==> src/rtl/regfile_banked.sv <==
// Dual-bank register file: two combinational read ports, one byte-enabled write port, R0 reads zero.
// Define REGFILE_BYPASS_EN to forward the in-flight write to a matching read port in the same cycle.
module regfile_banked #(
    parameter int WIDTH = 16,
    parameter int AW    = 3,
    localparam int NB   = WIDTH / 8
) (
    input  logic             CLK,
    input  logic             CLR,
    input  logic             WE,
    input  logic [AW-1:0]    WA,
    input  logic [WIDTH-1:0] WD,
    input  logic [NB-1:0]    BE,
    input  logic [AW-1:0]    RA1,
    input  logic [AW-1:0]    RA2,
    output logic [WIDTH-1:0] RD1,
    output logic [WIDTH-1:0] RD2,
    input  logic             BANK_SW,
    output logic             BANK
);
    localparam int NREG = 2 ** AW;

    logic [WIDTH-1:0] regs_q [2][NREG];
    logic             bank_q;
    logic             bank_d;
    logic             wr_en;
    logic [WIDTH-1:0] wr_merged;

    assign wr_en  = WE && (WA != '0);
    assign bank_d = bank_q ^ BANK_SW;
    assign BANK   = bank_q;

    // Lanes without an enable keep the stored value of the pre-edge active bank.
    always_comb begin
        wr_merged = regs_q[bank_q][WA];
        for (int i = 0; i < NB; i++) begin
            if (BE[i]) begin
                wr_merged[8*i +: 8] = WD[8*i +: 8];
            end
        end
    end

    always_ff @(posedge CLK or posedge CLR) begin
        if (CLR) begin
            bank_q <= 1'b0;
            for (int b = 0; b < 2; b++) begin
                for (int r = 0; r < NREG; r++) begin
                    regs_q[b][r] <= '0;
                end
            end
        end else begin
            bank_q <= bank_d;
            if (wr_en) begin
                regs_q[bank_q][WA] <= wr_merged;
            end
        end
    end

    always_comb begin
        RD1 = regs_q[bank_q][RA1];
        RD2 = regs_q[bank_q][RA2];
`ifdef REGFILE_BYPASS_EN
        if (wr_en && !CLR && (WA == RA1)) begin
            RD1 = wr_merged;
        end
        if (wr_en && !CLR && (WA == RA2)) begin
            RD2 = wr_merged;
        end
`endif
        if (RA1 == '0) begin
            RD1 = '0;
        end
        if (RA2 == '0) begin
            RD2 = '0;
        end
    end

endmodule
==> config.mk <==
export PLATFORM = sky130hd
export DESIGN_NAME = regfile_banked
export DESIGN_NICKNAME = d
export VERILOG_FILES = /design/src/rtl/regfile_banked.sv
export SDC_FILE = /design/constraint.sdc
export NUM_CORES = 1
export LEC_CHECK = 0
export ABC_CLOCK_PERIOD_IN_PS = 14360
export BUFFER_PORTS_ARGS = -buffer_cell sky130_fd_sc_hd__buf_4
export CAP_MARGIN = 10
export CORE_MARGIN = 2
export CORE_UTILIZATION = 65
export CTS_CLUSTER_SIZE = 28
export DETAILED_ROUTE_END_ITERATION = 16
export PLACE_DENSITY = 0.83
export SLEW_MARGIN = 30
export SYNTH_ARGS = -nofsm -noshare
export SYNTH_HDL_FRONTEND = slang
export SYNTH_SLANG_ARGS = --single-unit
==> constraint.sdc <==
create_clock -name CLK -period 14.36 [get_ports CLK]
set_input_delay 0.718 -clock CLK [delete_from_list [all_inputs] [get_ports CLK]]
set_output_delay 0.718 -clock CLK [all_outputs]
set_load 0.02 [all_outputs]
Word-level counts from Yosys, hierarchy flattened
Cells that the tools add are included.
{"block": "totals", "regBits": 257, "wordCells": 55}
{"block": "op_classes", "n_lt_le_gt_ge": 6, "mux": 21, "n_bitwise": 5, "n_reduce_logical": 6}
{"op": "$mux 128", "n": 4}
{"op": "$bwmux 256", "n": 1}
{"op": "$bmux 16 s3", "n": 3}
{"op": "$mux 16", "n": 9}
{"op": "$demux 128 s1", "n": 1}
{"op": "$demux 16 s3", "n": 1}
{"op": "$mux 8", "n": 2}
{"op": "$ge 4x4->1 const B", "n": 3}
{"op": "$not 3->4", "n": 3}
{"op": "$logic_not 3->1", "n": 2}
{"op": "$lt 4x1->1 const B", "n": 1}
{"op": "$logic_and 1x1->1", "n": 3}
{"op": "$reduce_bool 3->1", "n": 1}
{"op": "$ge 2x2->1 const B", "n": 1}
{"op": "$lt 2x1->1 const B", "n": 1}
{"op": "$not 1->2", "n": 1}
{"op": "$xor 1x1->1", "n": 1}

Longest topological paths before layout
{"block": "depth", "ltp_word": 9, "depth_mapped": 12, "depth_no_buf": 5}

Worst setup path after synthesis
No wires, ideal clock.
{"block": "synth_path", "path_kind": "input port to output port", "from": "input RA2[1]", "to": "output RD2[12]", "arrival_ps": 2593, "slack_ps": 11049, "stages": 6, "n_path_buf": 3, "path_cell_list": "buf_2 > clkbuf_1 > nor2b_1 > clkbuf_1 > a22oi_1 > o21ai_0"}
{"block": "synth_between", "elab_chain_cells": 5, "elab_cells_between_ends": 6, "cone_classes": "mux (4); bitwise (1); reduce/logical (1)"}
{"element": "start, declared", "line": "15", "source": "input logic [AW-1:0] RA2,"}
{"element": "$not 3->4 (implied by the code)", "line": "61", "source": "RD2 = regs_q[bank_q][RA2];"}
{"element": "$bmux 16 s3", "line": "61"}
{"element": "$mux 16 (implied by the code) (2 in series)", "line": "61"}
{"element": "$mux 16 (*)", "line": "73", "source": "if (RA2 == '0) begin"}
{"element": "end, declared", "line": "17", "source": "output logic [WIDTH-1:0] RD2,"}
Mark *: on every way between the ends. The rest lies on a longest branch, timed or not. The select of a mux whose other input is x is not followed.

Worst setup path after layout
{"block": "layout_path", "from": "register bank_q, in the netlist BANK", "to": "output RD2[5]"}
{"block": "layout_between", "elab_chain_cells": 8}
{"element": "start, declared", "line": "24", "source": "logic bank_q;"}
{"element": "start signal, assigned", "line": "52", "source": "bank_q <= bank_d;"}
{"element": "$not 1->2 (implied by the code)", "line": "61"}
{"element": "$mux 128 (implied by the code) (3 in series)", "line": "61"}
{"element": "$bmux 16 s3", "line": "61"}
{"element": "$mux 16 (implied by the code) (2 in series)", "line": "61"}
{"element": "$mux 16", "line": "73"}
Every way passes these cells. The select of a mux whose other input is x is not followed.

==> results.md <==
* Status: completed
* Largest net degree at the start of global routing at 129
* Cts hold-fix bufs at 0
* Setup slack, reg-to-reg at a little over 10 ns
* Unrepaired setup endpoints after global routing: false
* Arrival time worst endpoint at 4.15 ns
* Row cnt at 54
* Final Hold Violating Endpoints at 0
* Detailed router's first-iteration violation count at ~1,600
* Filler cells at between 1,000 and 1,500
* Required @ worst endpoint at 13.64 ns
* Mapped Cells at about 1,300
* Drt first pass iters at 6
* First-pass GRT wire length at ~67,000 um
* Clock transition at path regs at 0.06 ns
* P_leak at roughly 0.0069 uW
* Crit Path Max Fanout at about 120
* Max Fclk at approximately 210 MHz
* Mapped Avg Cell Area at 11.3 sq um
* Final core utilization at slightly above 70%
* Share of cells above drive strength 1 at between 20% and 30%
* Via density at slightly above 7
* Total Wirelength at ~43,000 um
* Initial core utilization at 66.7%
* TNS Setup at 0 ns
* Post_cts resized at 0
* Seq/Total Area, Yosys at between 40% and 50%
* WP buf/inv at 3
* Max incr delay on CP at about 0.92 ns
* Clk_skew at approximately 0.015 ns
* Max Slew Vio Count at 0
* Top cell family by delay on the critical path: buffers and inverters
* Core area at 22,000 sq um
* CP max-delay cell: dfrtp_4
* DRC errors left at 0
* Kind of end point of the critical path: primary output
* Initial antenna violation count at 0
* Gpl congestion at around 0.9
* CP Class: flip-flop to primary output
* CTS H-tree depth at 1
* Slew Limit Headroom at between 20% and 30%
* Die Wd at roughly 150 um
* Final worst path period need at between 4 and 5 ns
* Final nets at 1,299
* Peak supply drop at 206 uV
* Root buffer cell: clkbuf_16
* Setup violations, final at 0
* Avg WL per Cell at 27.5 um
* HP Class: input port to asynchronous set/reset pin
* RR Startpoint: BANK
* Post-CTS setup buffers at 0
* Clock sinks at between 200 and 300
* Diode count at 0
* Ys flop type: dfrtp_1
* Register bit total from synthesis at 257
* # IOs at 64
* CTS tree: done
* Type of origin of the critical path: flip-flop
* Worst-Margin Slew at 1.10 ns
* Synthesized cell area at ~15,000 sq um
* RR Endpoint: regs_q[84]
* Worst-skew pair later-pin latency at 0.55 ns
* Via Count at approximately 11,000
* Reg2reg path depth at 7
* Fin crit share at approximately 34%
* Synth cell types at 49
* Tot GR Track Use at between 30 and 40%
* Num CTS Buffers at 28
* Post-synth ARST share at 100%
* EDFF count, synth at 0
* PortBufs at 63
* Cell breakdown of the critical path: buf_12, buf_4, mux4_2, nand2_1, o21ai_0, nand2_1, o21ai_0, buf_4
* MaxCap Viol Count at 0
* Commonest cells after routing, fill and taps aside: dfrtp_1, nand2_1, o21ai_0
* YS warnings at 0
* Die Area at between 20,000 and 25,000 sq um
* GRT overflow at 0
* Chip height at about 150 um
* Detailed placement HPWL at 26,100 um
* Antenna-violating nets left at 0
* Post-Syn Nets at approximately 1,300
* P per Cell Area at between 200 and 250 nW/um^2
* Most common cell after layout, fill and taps aside: dfrtp_1
* CTS max path bufs at 3
* Area grow syn2layout at 8.32%
* Vias in the first global route at 11,500
## area by class of cell
cell class              instances  area [sq um]  area share [%]
clock buffers                  41           841            5.29
clock inverters                 8          40.0           0.252
inverters                       7          33.8           0.212
multi-input cells             894          7550            47.5
flip-flops and latches        257          6430            40.5
well taps                     280           350            2.20
repair buffers                 80           648            4.08
## per-layer routing
metal / global-route usage, % / share of wire (%) / up-vias / routed length [um]
li1: - / - / 4720 / -
met4: 18.5 / 6.2 / 2 / 2670
met1: 49.2 / 36 / 5531 / 15500
met5: 0 / 0.044 / - / 19
met3: 10.7 / 13 / 222 / 5560
met2: 55.7 / 45 / 895 / 19300
## power by group
part           internal (uW)  leakage [uW]  switching [uW]  total [uW]
clock network            402      0.000445             294         695
logic                    759       0.00323             675        1430
registers               1030       0.00327             305        1330
total                   2190       0.00694            1270        3460
## flip-flops by register name (all words and copies together) (netlist names)
signal	cells
regs_q	256
BANK	1
## per-stage QoR
stage	instances	instance area (sq um)	setup WS, ns	power [uW]	hold WS (ns)
floorplan	1295	14700	6.57	2420	0.424
global route	1567	15900	9.22	3650	0.179
finish	1567	15900	9.50	3460	0.150
detailed placement	1517	15000	10.07	2730	0.363
CTS	1566	15900	9.47	3440	0.332
global placement	1515	14900	9.97	2660	0.361
## logic make-up (layout without fill, tap and decap cells)
| logic type | after synthesis | count (layout) | synth area share, % |
|---|---|---|---|
| flops | 257 | 257 | 43.8 |
| buf+inv | 144 | 136 | 5.08 |
| mux | 300 | 300 | 29.3 |
| simple gates | 282 | 282 | 8.56 |
| xor+xnor | 1 | 1 | 0.0597 |
| compound gates | 311 | 311 | 13.2 |
## worst max path at each step
stage / startpoint / to / slack [ns] / cells after the start
finish: BANK / RD2[5] / 9.50 / 8
global route: BANK / RD2[5] / 9.22 / 8
CTS: BANK / RD2[5] / 9.47 / 8
detailed placement: BANK / RD2[4] / 10.07 / 5
global placement: BANK / regs_q[180] / 9.97 / 7
floorplan: CLR / BANK / 6.57 / 1
## synthesized netlist by cell type, types with 6 or more instances
master | number | area, sq um
and3_1 | 6 | 37.5
o22ai_1 | 26 | 163
o21ai_0 | 164 | 821
mux2i_1 | 105 | 1050
mux4_2 | 87 | 1960
buf_6 | 8 | 90.1
clkbuf_1 | 88 | 330
buf_1 | 7 | 26.3
o21ai_1 | 6 | 30.0
o31ai_4 | 8 | 170
mux2_2 | 102 | 1150
nand3_1 | 7 | 35.0
inv_1 | 7 | 26.3
a21oi_1 | 43 | 215
dfrtp_1 | 257 | 6430
buf_2 | 18 | 90.1
buf_4 | 11 | 82.6
a221oi_1 | 21 | 184
a22oi_1 | 10 | 75.1
nand2_1 | 178 | 668
nand2b_1 | 14 | 87.6
nor2_1 | 34 | 128
nor2b_1 | 21 | 131
a31oi_1 | 8 | 50.1
Power figures use the tool's default switching activity.
